===== src/rtl/snappy_pkg.sv =====
// Shared types and constants for the copy-engine history read path.
package snappy_pkg;

    localparam int RES_W    = 89;
    localparam int DATA_W   = 64;
    localparam int ADDR_W   = 16;
    localparam int LAST_BIT = 88;
    localparam int MASK_LSB = 80;
    localparam int DEST_LSB = 64;
    localparam int MASK_W   = 8;
    localparam int META_W   = 1 + MASK_W + ADDR_W;

    typedef enum logic {
        IDLE,
        ISSUE
    } state_t;

    typedef struct packed {
        logic              last;
        logic [MASK_W-1:0] mask;
        logic [ADDR_W-1:0] dest;
    } beat_meta_t;

    // Byte lanes off..off+cnt-1 of a 64-bit word; cnt is 1..8.
    function automatic logic [MASK_W-1:0] beat_mask(input logic [2:0] off, input logic [3:0] cnt);
        logic [15:0] m;
        m = (16'h00FF >> (4'd8 - cnt)) << off;
        return m[MASK_W-1:0];
    endfunction

endpackage


===== src/rtl/rd_meta_pipe.sv =====
// Delay line carrying a valid bit and beat metadata so it lines up with
// data coming back from a fixed-latency memory read port.
module rd_meta_pipe
    import snappy_pkg::*;
#(
    parameter int RD_LAT = 2,
    parameter int MW     = META_W
) (
    input  logic          clk,
    input  logic          srst,
    input  logic          issue_vld,
    input  logic [MW-1:0] issue_meta,
    output logic          ret_vld,
    output logic [MW-1:0] ret_meta
);

    logic          vld_p  [RD_LAT];
    logic [MW-1:0] meta_p [RD_LAT];

    always_ff @(posedge clk) begin
        if (srst) begin
            for (int i = 0; i < RD_LAT; i++) vld_p[i] <= 1'b0;
        end else begin
            vld_p[0] <= issue_vld;
            for (int i = 1; i < RD_LAT; i++) vld_p[i] <= vld_p[i-1];
        end
    end

    // Metadata is qualified by the valid chain, so it needs no reset.
    always_ff @(posedge clk) begin
        meta_p[0] <= issue_meta;
        for (int i = 1; i < RD_LAT; i++) meta_p[i] <= meta_p[i-1];
    end

    assign ret_vld  = vld_p[RD_LAT-1];
    assign ret_meta = meta_p[RD_LAT-1];

endmodule


===== src/rtl/history_read_issuer.sv =====
// Splits copy commands into 8-byte history reads and pushes the tagged
// read results into the downstream result FIFO without ever overflowing it.
module history_read_issuer
    import snappy_pkg::*;
#(
    parameter int RD_LAT       = 2,
    parameter int MAX_INFLIGHT = 4
) (
    input  logic              clk,
    input  logic              srst,
    input  logic              cmd_valid,
    output logic              cmd_ready,
    input  logic [ADDR_W-1:0] cmd_src_addr,
    input  logic [ADDR_W-1:0] cmd_dest_addr,
    input  logic [ADDR_W-1:0] cmd_len,
    output logic              mem_rd_en,
    output logic [12:0]       mem_rd_addr,
    input  logic [DATA_W-1:0] mem_rd_data,
    output logic [RES_W-1:0]  fifo_din,
    output logic              fifo_wr_en,
    input  logic              fifo_prog_full,
    input  logic              fifo_full,
    output logic              busy,
    output logic              ovf_err
);

    localparam int              IF_W   = $clog2(MAX_INFLIGHT + 1);
    localparam logic [IF_W-1:0] IF_MAX = IF_W'(MAX_INFLIGHT);

    state_t            state, state_nxt;
    logic [ADDR_W-1:0] src, dest, rem;
    logic [IF_W-1:0]   inflight;
    logic              accept, issue, push, last_beat;
    logic [2:0]        off;
    logic [3:0]        room, cnt;
    beat_meta_t        meta_p0, ret_meta;
    logic              ret_vld;

    assign accept    = cmd_valid & cmd_ready;
    assign push      = fifo_wr_en;
    assign off       = src[2:0];
    assign room      = 4'd8 - {1'b0, off};
    assign cnt       = (rem < {12'd0, room}) ? rem[3:0] : room;
    assign last_beat = (rem == {12'd0, cnt});
    assign busy      = (state == ISSUE) || (inflight != '0);

    always_ff @(posedge clk) begin
        if (srst) state <= IDLE;
        else      state <= state_nxt;
    end

    always_comb begin
        state_nxt = state;
        issue     = 1'b0;
        case (state)
            IDLE: begin
                if (accept && (cmd_len != '0)) state_nxt = ISSUE;
            end
            ISSUE: begin
                // prog_full low means the FIFO holds <=2, leaving room for every read in flight.
                issue = !fifo_prog_full && (inflight < IF_MAX);
                if (issue && last_beat) state_nxt = IDLE;
            end
            default: state_nxt = IDLE;
        endcase
    end

    // Stage p0: registered read strobe, address and beat metadata.
    always_ff @(posedge clk) begin
        if (srst) begin
            cmd_ready   <= 1'b0;
            mem_rd_en   <= 1'b0;
            mem_rd_addr <= '0;
            inflight    <= '0;
            fifo_wr_en  <= 1'b0;
            fifo_din    <= '0;
            ovf_err     <= 1'b0;
        end else begin
            cmd_ready <= (state_nxt == IDLE);
            mem_rd_en <= issue;
            if (issue) mem_rd_addr <= src[ADDR_W-1:3];
            if (issue && !push)      inflight <= inflight + 1'b1;
            else if (!issue && push) inflight <= inflight - 1'b1;
            fifo_wr_en <= ret_vld;
            if (ret_vld) fifo_din <= {ret_meta.last, ret_meta.mask, ret_meta.dest, mem_rd_data};
            if (fifo_wr_en && fifo_full) ovf_err <= 1'b1;
        end
    end

    always_ff @(posedge clk) begin
        if (accept) begin
            src  <= cmd_src_addr;
            dest <= cmd_dest_addr;
            rem  <= cmd_len;
        end else if (issue) begin
            src  <= src + {12'd0, cnt};
            dest <= dest + {12'd0, cnt};
            rem  <= rem - {12'd0, cnt};
        end
        if (issue) begin
            meta_p0.last <= last_beat;
            meta_p0.mask <= beat_mask(off, cnt);
            meta_p0.dest <= dest;
        end
    end

    // Stage p1..pRD_LAT: metadata travels beside the BRAM read.
    rd_meta_pipe #(
        .RD_LAT(RD_LAT),
        .MW    (META_W)
    ) u_meta_pipe (
        .clk       (clk),
        .srst      (srst),
        .issue_vld (mem_rd_en),
        .issue_meta(meta_p0),
        .ret_vld   (ret_vld),
        .ret_meta  (ret_meta)
    );

endmodule


===== config.mk =====
export PLATFORM = sky130hd
export DESIGN_NAME = history_read_issuer
export DESIGN_NICKNAME = d
export VERILOG_FILES = /design/src/rtl/snappy_pkg.sv /design/src/rtl/rd_meta_pipe.sv /design/src/rtl/history_read_issuer.sv
export SDC_FILE = /design/constraint.sdc
export NUM_CORES = 1
export LEC_CHECK = 0
export ABC_AREA = 1
export BUFFER_PORTS_ARGS = -buffer_cell sky130_fd_sc_hd__buf_4
export CAP_MARGIN = 20
export CORE_MARGIN = 2
export CORE_UTILIZATION = 26
export CTS_CLUSTER_DIAMETER = 40
export CTS_CLUSTER_SIZE = 30
export DETAILED_ROUTE_END_ITERATION = 10
export MAX_ROUTING_LAYER = met4
export PLACE_DENSITY = 0.47
export SETUP_SLACK_MARGIN = 0.15
export SYNTH_ARGS = -nofsm -noshare
export SYNTH_HDL_FRONTEND = slang
export SYNTH_HIERARCHICAL = 1
export SYNTH_SLANG_ARGS = --single-unit

===== constraint.sdc =====
create_clock -name clk -period 12 [get_ports clk]
set_clock_uncertainty 0.1 [all_clocks]
set_input_delay 1.8 -clock clk [delete_from_list [all_inputs] [get_ports clk]]
set_output_delay 1.8 -clock clk [all_outputs]
set_load 0.03 [all_outputs]

==> out/results.txt, run 1 <==
GRT Resource Usage Total: 13.4%
EDFF count, synth: 73
Leakage: 5.33 nW
Fmax achieved: 0.224 GHz
Initial drt markers: 408
Switching share of total power: 25.4%
Largest net degree at the start of global routing: 75
Share of layout cells above drive strength 1: 25.2%
Slew @ Worst Pin: 826 ps
Hold path cells: 0
Synth Register Bits: 235
Post-route minimum period: 4470 ps
Failing checks: DRC
Synth warnings: 6
Max FO, Critical Path: 10
CTS H-tree lvls: 2
Asr flop ratio synth: 0%
Average vias per placed instance: 4.29
CP Launch Type: flip-flop
Post-Route Setup TNS: 0 ps
Vias in the first global route: 7436
First-pass GRT wire length: 39.5 mm
CTS Hold Bufs: 0
Post_cts resized: 0
FF-to-FF setup slack: 7530 ps
CTS tree: yes
RSZ-0062 raised after global routing: false
Final period utilization: 37.2%
Final hold vios: 0
Initial antenna violation count: 0
Synth top area share: 34.4%
Final Slew Violations: 0
Die Area: 37800 µm²
Cell count after synthesis: 1065
Die X: 194 µm
Synth unique cells: 36
Syn-to-layout area delta: 36.1%
R2R cell count: 24
Clock slew at reported path FFs: 50 ps
Crit path kind: flip-flop to flip-flop
GP Congestion: 0.791
Rel. slew slack: 45.0%
IO Pins: 224
Post-detailed-route wirelength per cell: 14.1 µm
FF-to-FF End: src[15]
Register area share after synthesis: 57.7%
DR DRC count: 26
Remaining global-route overflow: 0
Synth top area cells: dfxtp_1, edfxtp_1, nand2_1
Hold_sp: u_meta_pipe/meta_p[0][11]
Nets: 1408
Vias: 7547
Leading area contributor after synthesis: dfxtp_1
Max Cap Violations: 0
Total clock buffers created by CTS: 41
Std-Cell Rows: 69
1st-pass router iterations: 9
Commonest non-fill, non-tap cell in the layout: nand2_1
Hold Crit Class: flip-flop to flip-flop
Netlist Area Pre-Place: 9420 µm²
Die extent in y: 194 µm
Worst Path Arrival: 4650 ps
Core area: 35700 µm²
Status: finished with violations
Hold EP: u_meta_pipe/meta_p[0][36]
Flop pwr share: 38.0%
Sw power: 0.593 mW
Power share of the clock group: 51.6%
R2r startpoint: src[2]
Comb pwr share: 10.3%
P_int: 1.74 mW
# setup viols final: 0
WHS: 224 ps
Clk buf depth: 3
Initial core utilization: 26.4%
Clock sinks: 235
Hpwl dp: 17.4 mm
Skew-Pair Late Insertion Delay: 520 ps
Pwr Density: 182 nW/µm²
IO Port Bufs: 223
Commonest cells after routing, fill and taps aside: nand2_1, buf_4, dfxtp_1, a21oi_1, edfxtp_1
Post-route ant nets: 0
Post-CTS Setup Repair Bufs: 0
Syn_nets: 1206
Total wire length: 24.8 mm
Number of diodes: 0
Synth Area per Inst: 8.85 µm²
Synth Flop Type: dfxtp_1
Peak supply drop: 0.0757 mV
Clk root buf: clkbuf_16
Worst Setup End Kind: flip-flop
WP data required: 12180 ps
[kinds of logic (layout without fill, tap and decap cells)]
| kind of cell | after synthesis | count (layout) | share of synthesized area [%] |
|---|---|---|---|
| xor gates and xnor gates | 21 | 21 | 1.95 |
| DFF | 235 | 235 | 57.7 |
| and+or+nand+nor | 491 | 491 | 21.3 |
| adders and majority gates | 24 | 24 | 3.51 |
| AOI/OAI and AO/OA | 164 | 164 | 9.09 |
| buffers and inverters | 130 | 365 | 6.51 |
[registers in the layout (all words and copies together) (netlist names), 2 cells and up]
signal	flops
mem_rd_addr	13
u_meta_pipe/vld_p	2
rem	16
src	16
meta_p0	25
dest	16
fifo_din	89
u_meta_pipe/meta_p	50
inflight	3
[metal layers]
| metal | vias up | GRT usage, % | share of wire [%] | routed length (µm) |
|---|---|---|---|---|
| met4 | 0 | 3.93 | 1.9 | 467 |
| li1 | 3874 | - | - | - |
| met1 | 3416 | 17.3 | 47 | 11600 |
| met5 | - | - | 0 | 0 |
| met2 | 219 | 20.4 | 44 | 11000 |
| met3 | 38 | 3.52 | 7.3 | 1800 |
[how the worst max path moves through the flow]
| stage | start | to | slack [ps] |
|---|---|---|---|
| after detailed placement | src[2] | src[15] | 7560 |
| final | src[2] | src[15] | 7530 |
| after global routing | src[2] | src[15] | 7010 |
| after CTS | src[2] | src[15] | 7570 |
| after floorplan | fifo_prog_full | inflight[2] | 7620 |
| after global placement | src[0] | src[15] | 7700 |
[cells in the mapped netlist (5+ instances only)]
master	instances
o21ai_0	34
nor2_1	61
xor2_1	17
inv_1	55
nand3_1	33
a31oi_1	5
nand2_1	362
dfxtp_1	162
edfxtp_1	73
a211oi_1	5
nand4_1	8
buf_4	25
a21oi_1	113
clkbuf_1	39
nand2_2	7
ha_1	20
[worst max-delay path, cell delays in order (launching register included)]
cell and delay, ps:
edfxtp_1 540, nor2_1 220, inv_1 120, nor2_1 190, inv_1 80, ha_1 290, a21oi_1 230, nand3_2 140
nor2_4 170, nand2_1 80, nand2_2 160, inv_1 190, ha_1 320, nand3_1 60, nand2_1 80, nand2_1 70
a21oi_1 180, nand2_1 100, nor2_1 160, nand3_1 140, nor2_1 230, nand3_1 130, xnor2_1 140, nand2_1 50
nand2_1 50
[power by group through the flow]
| stage | clock network [mW] | registers, mW | logic, mW |
|---|---|---|---|
| after floorplan | 0 | 0.906 | 0.163 |
| after detailed placement | 0 | 0.906 | 0.244 |
| after global placement | 0 | 0.905 | 0.243 |
| final | 1.21 | 0.889 | 0.242 |
| after global routing | 1.28 | 0.893 | 0.278 |
| after CTS | 1.24 | 0.889 | 0.245 |
[final cells by class]
class	instances	area (µm²)
clock inverters	25	287
fillers	3673	22800
repair buffers	230	1730
multi-input cells	700	3380
inverters	59	221
well taps	461	577
flip-flops and latches	235	5440
clock buffers	51	1190
[per-stage QoR]
stage | power (mW) | util (%) | instance area (µm²) | worst slack, ps | std cells
final | 2.34 | 36.0 | 12800 | 7530 | 1761
after global routing | 2.45 | 36.0 | 12800 | 7010 | 1761
after CTS | 2.38 | 36.0 | 12800 | 7570 | 1761
after detailed placement | 1.15 | 31.8 | 11300 | 7560 | 1685
after global placement | 1.15 | 31.8 | 11300 | 7700 | 1685
after floorplan | 1.07 | - | 9420 | 7620 | 1065
(Power assumes the default switching activity.)
==> inputs of run 2 (changes only) <==
clock period = 4.5 ns   (was 12 ns; I/O delays follow)
==> out/results.txt, run 2 (same netlist as run 1, synthesis figures left out) <==
Status: finished with violations
Failing checks: DRC
IO Pins: 224 (unchanged)
RSZ-0062 raised after global routing: false
Post-route ant nets: 0 (unchanged)
Commonest non-fill, non-tap cell in the layout: nand2_1
Hpwl dp: 17.8 mm (+2.4%)
Clk root buf: clkbuf_16
DR DRC count: 26 (unchanged)
Max FO, Critical Path: 7 (-3)
Remaining global-route overflow: 0 (unchanged)
Vias in the first global route: 7361 (-1.0%)
Largest registers: fifo_din (89), u_meta_pipe/meta_p (50), meta_p0 (25)
CTS H-tree lvls: 2 (unchanged)
CP peak stage delay: 500 ps (-40 ps)
Share of layout cells above drive strength 1: 26.6% (+1.5 points)
CP max-delay cell: edfxtp_1
GP Congestion: 0.805 (+1.8%)
1st-pass router iterations: 10 (+1)
Nets: 1416 (+0.57%)
Final period utilization: 88.5% (+51 points)
Post-Route Setup TNS: 0 ps (unchanged)
Max Cap Violations: 0 (unchanged)
Clock sinks: 235 (unchanged)
Worst path depth: 24 (unchanged)
Cell family with most CP delay: simple AND/OR/NAND/NOR gates
First-pass GRT wire length: 40.0 mm (+1.2%)
Die Area: 37800 µm² (unchanged)
Pwr Density: 475 nW/µm² (+160%)
Die X: 194 µm (unchanged)
Average vias per placed instance: 4.34 (+1.3%)
CP Launch Type: flip-flop
Hold Crit Class: flip-flop to flip-flop
Initial antenna violation count: 0 (unchanged)
Final hold vios: 0 (unchanged)
Critical path buffers and inverters: 3 (unchanged)
Leakage: 5.35 nW (+0.51%)
DP Worst Slack: 145 ps (-7420 ps)
Post-detailed-route wirelength per cell: 14.3 µm (+1.6%)
Std-Cell Rows: 69 (unchanged)
WP data required: 4660 ps (-7520 ps)
Finished Core Util: 36.1% (+0.18 points)
Hold path cells: 0 (unchanged)
Setup ws final: 516 ps (-7010 ps)
Layout fillers: 3710 (+1.0%)
IO Port Bufs: 223 (unchanged)
Initial core utilization: 26.4% (unchanged)
Peak supply drop: 0.248 mV (+230%)
Most flops, register: fifo_din
Largest net degree at the start of global routing: 90 (+20%)
Skew-Pair Late Insertion Delay: 510 ps (about the same)
Total wire length: 25.2 mm (+1.8%)
Max reg flops: 89 (unchanged)
Core area: 35700 µm² (unchanged)
Worst Path Arrival: 4150 ps (-500 ps)
WHS: 224 ps (+0.0310 ps)
Syn-to-layout area delta: 36.8%
Most frequent CP cell: nand2_1
Slew @ Worst Pin: 954 ps (+128 ps)
Initial drt markers: 313 (-23%)
CP cell instances: nor2_4 > inv_1 > nor2_2 > inv_1 > ha_1 > a21oi_2 > nand3_2 > nor2_4 > nand2_1 > nand2_4 > clkinvlp_4 > ha_1 > nand3_1 > nand2_1 > nand2_1 > a21oi_1 > nand2_1 > nor2_2 > nand3_2 > nor2_4 > nand3_1 > xnor2_1 > nand2_1 > nand2_1
Final Slew Violations: 0 (unchanged)
# setup viols final: 0 (unchanged)
GRT Resource Usage Total: 13.5% (+0.13 points)
Post-route minimum period: 3980 ps (-486 ps)
Crit path kind: flip-flop to flip-flop
Rel. slew slack: 36.4% (-8.5 points)
Die extent in y: 194 µm (unchanged)
Commonest cells after routing, fill and taps aside: nand2_1, buf_4, dfxtp_1, a21oi_1, edfxtp_1
Worst Setup End Kind: flip-flop
R2R cell count: 24 (unchanged)
Final Power: 6.12 mW (+160%)
Vias: 7661 (+1.5%)
CTS tree: yes
Clock slew at reported path FFs: 50 ps (about the same)
Clk buf depth: 3 (unchanged)
Fmax achieved: 0.251 GHz (+12%)
Total clock buffers created by CTS: 37 (-9.8%)
Number of diodes: 0 (unchanged)
==> run 2: changes by cell type in the layout (fill, tap and decap cells not counted), sizes merged <==
cell,before,now
inv,65,64
bufinv,3,5
clkinv,12,9
clkbuf,51,46
clkinvlp,4,3
buf,230,242
==> run 2: routing by layer <==
| metal | track usage, % | wire (µm) |
|---|---|---|
| met4 | 4.30 | 545 |
| met2 | 20.1 | 11100 |
| met1 | 18.0 | 11800 |
| met5 | - | 0 |
| met3 | 3.28 | 1860 |
==> run 2: power breakdown <==
group | leakage (nW) | switching, mW | internal (mW)
Clock | 0.666 | 1.04 | 2.01
Combinational | 2.68 | 0.418 | 0.279
Sequential | 2.01 | 0.0578 | 2.31
==> run 2: what timing repair did <==
item	in CTS	in global routing
pin swaps	0	3
resized for setup	1	19
hold buffers	0	0
buffers inserted	0	6
setup endpoints to repair	2	20
==> run 2: cell type report <==
type	count	area (µm²)	share of cell area, %
multi-input combinational	700	3450	26.8
inverter	59	225	1.75
timing repair buffer	242	1830	14.2
clock buffer	46	1070	8.34
clock inverter	22	290	2.25
sequential	235	5440	42.2
tap	461	577	4.48
==> run 2: metrics by stage <==
step	area, µm²	std cells
after global placement	11400	1691
after floorplan	9420	1065
after CTS	12800	1759
after detailed placement	11400	1691
final	12900	1765
after global routing	12900	1765
==> run 2: worst register-to-register path: stages (launching register included) <==
cell and delay (ps):
edfxtp_1 500, nor2_4 170, inv_1 80, nor2_2 120
inv_1 70, ha_1 300, a21oi_2 170, nand3_2 110
nor2_4 160, nand2_1 110, nand2_4 140, clkinvlp_4 160
ha_1 300, nand3_1 60, nand2_1 90, nand2_1 70
a21oi_1 160, nand2_1 120, nor2_2 150, nand3_2 120
nor2_4 150, nand3_1 90, xnor2_1 140, nand2_1 60
nand2_1 50
==> run 2: worst paths after layout <==
kind	startpoint	end	slack, ps
worst max-delay path	src[1]	src[15]	520
worst min-delay path	u_meta_pipe/meta_p[0][11]	u_meta_pipe/meta_p[0][36]	220
worst max register to register	src[1]	src[15]	520
worst min register to register	u_meta_pipe/meta_p[0][11]	u_meta_pipe/meta_p[0][36]	220
==> inputs of run 3 (changes only) <==
CORE_ASPECT_RATIO = 0.7   (was default)
REMOVE_ABC_BUFFERS = 1   (was default)
==> out/results.txt, run 3 (same netlist as run 1, synthesis figures left out) <==
RSZ-0062 raised after global routing: false
WHS: 222 ps (-1.71 ps)
DR DRC count: 0 (-100%)
Final hold vios: 0 (unchanged)
Syn-to-layout area delta: 36.1%
R2r startpoint: src[1]
CTS H-tree lvls: 2 (unchanged)
Total wire length: 25.9 mm (+2.6%)
Vias: 7607 (-0.70%)
CP cell instances: nor2_2 > inv_1 > nor2_2 > inv_1 > ha_1 > a21oi_2 > nand3_2 > nor2_4 > nand2_1 > nand2_2 > inv_1 > ha_1 > fa_1 > nand2_1 > inv_1 > o21ai_0 > nand2_1 > nand2_1 > nor2_1 > nand2_2 > nor3_4 > nand3_1 > xor2_1 > o21ai_0
Post-route non-filler standard cell count: 1785 (+1.1%)
Max reg flops: 89 (unchanged)
Worst Setup End Kind: flip-flop
Cell family with most CP delay: simple AND/OR/NAND/NOR gates
1st-pass router iterations: 5 (-5)
Post-placement cell count: 1713 (+1.3%)
Status: finished, final reports clean
Vias in the first global route: 7118 (-3.3%)
Worst Path Arrival: 4110 ps (-40 ps)
GP Congestion: 0.820 (+1.8%)
Multi-input gate area: 3430 µm² (-0.80%)
First-pass GRT wire length: 39.8 mm (-0.61%)
Slew @ Worst Pin: 1070 ps (+113 ps)
Layout fillers: 3704 (-0.16%)
Skew-Pair Late Insertion Delay: 510 ps (about the same)
Initial antenna violation count: 0 (unchanged)
CP peak stage delay: 440 ps (-60 ps)
Final Slew Violations: 0 (unchanged)
Commonest non-fill, non-tap cell in the layout: nand2_1
Clk root buf: clkbuf_16
Critical path buffers and inverters: 4 (+1)
Leakage: 5.34 nW (-0.33%)
CTS tree: yes
Remaining global-route overflow: 0 (unchanged)
Commonest cells after routing, fill and taps aside: nand2_1, buf_4, dfxtp_1, a21oi_1, edfxtp_1
Setup crit start: src[1]
DP Worst Slack: 162 ps (+16.9 ps)
Initial core utilization: 26.3% (-0.14 points)
GRT Resource Usage Total: 13.8% (+0.31 points)
Share of layout cells above drive strength 1: 25.9% (-0.71 points)
Std-Cell Rows: 58 (-16%)
Crit path kind: flip-flop to flip-flop
Pwr Density: 473 nW/µm² (-0.37%)
Rel. slew slack: 28.9% (-7.5 points)
Peak supply drop: 0.219 mV (-12%)
WP data required: 4660 ps (about the same)
Clock slew at reported path FFs: 60 ps (about the same)
Clk buf depth: 3 (unchanged)
Most flops, register: fifo_din
CP max-delay cell: edfxtp_1
Setup ws final: 544 ps (+27.9 ps)
Core area: 35800 µm² (+0.54%)
Hpwl dp: 17.8 mm (-0.19%)
Post-detailed-route wirelength per cell: 14.5 µm (+1.5%)
Hold_sp: u_meta_pipe/meta_p[0][0]
Fmax achieved: 0.253 GHz (+0.71%)
Finished Core Util: 35.8% (-0.37 points)
Die X: 232 µm (+19%)
Reg area: 5440 µm² (unchanged)
Hold Crit Class: flip-flop to flip-flop
Nets: 1417 (+0.071%)
Die extent in y: 163 µm (-16%)
IO Pins: 224 (unchanged)
Die Area: 37800 µm² (about the same)
Total clock buffers created by CTS: 37 (unchanged)
Number of diodes: 0 (unchanged)
# setup viols final: 0 (unchanged)
Initial drt markers: 417 (+33%)
Post-route ant nets: 0 (unchanged)
Max Cap Violations: 0 (unchanged)
Max FO, Critical Path: 6 (-1)
Largest net degree at the start of global routing: 91 (+1.1%)
CP Launch Type: flip-flop
Clock sinks: 235 (unchanged)
Largest registers: fifo_din (89), u_meta_pipe/meta_p (50), meta_p0 (25)
IO Port Bufs: 223 (unchanged)
CTS Hold Bufs: 0 (unchanged)
Post-route minimum period: 3960 ps (-27.9 ps)
Final period utilization: 87.9% (-0.62 points)
Average vias per placed instance: 4.26 (-1.8%)
==> run 3: changes by cell type in the layout (fill, tap and decap cells not counted), moves of 2 or more <==
cell       before  now
clkbuf_1        2    6
clkinv_4        6    2
clkbuf_16      41   39
buf_4         241  243
inv_1          52   54
nor2_4          5    3
nor2_1         55   57
==> run 3: area by class of cell <==
cell class,count,area share [%]
Clock buffer,49,8.21
Clock inverter,19,2.02
Inverter,59,1.76
Multi-Input combinational cell,700,26.7
Sequential cell,235,42.4
Tap cell,480,4.68
Timing Repair Buffer,243,14.2
==> run 3: metrics by stage <==
| stage | setup TNS [ps] | instance area, µm² | power, mW |
|---|---|---|---|
| floorplan | -94800 | 9030 | 2.81 |
| global placement | 0 | 11400 | 3.10 |
| detailed placement | 0 | 11400 | 3.10 |
| CTS | 0 | 12800 | 6.17 |
| global route | 0 | 12800 | 6.38 |
| finish | 0 | 12800 | 6.07 |
==> run 3: worst reg2reg max path, delay by kind of cell, from the launching register on <==
| family | cells | cell delay [ps] |
|---|---|---|
| buffers and inverters | 4 | 320 |
| XOR/XNOR | 1 | 150 |
| AO/OA/AOI/OAI | 3 | 420 |
| AND/OR/NAND/NOR | 13 | 1370 |
| adder cells (fa/ha/maj) | 3 | 910 |
| flip-flops | 1 | 440 |
==> run 3: per-layer routing <==
metal / wire (µm) / GRT usage [%] / vias up
met5: 0 / - / -
met4: 682 / 4.66 / 0
met3: 2100 / 3.89 / 45
met2: 10000 / 18.8 / 257
met1: 13100 / 19.4 / 3420
li1: - / - / 3885
==> run 3: path summary, 6_finish.rpt <==
path                                to  slack [ps]  cells after the start
min          u_meta_pipe/meta_p[0][25]         220                      0
min reg2reg  u_meta_pipe/meta_p[0][25]         220                      0
max reg2reg                    src[12]         540                     24
max                            src[12]         540                     24
==> run 3: timing repair <==
item / CTS / global route
setup buffers: 0 / 4
endpoints found under the setup margin: 0 / 21
gates resized for setup: 0 / 12
==> run 3: power by group <==
part	leakage (nW)	switching (mW)	total, mW	internal (mW)
combinational	2.69	0.421	0.699	0.278
clock	0.644	1.05	3.00	1.95
sequential	2.01	0.0572	2.37	2.31
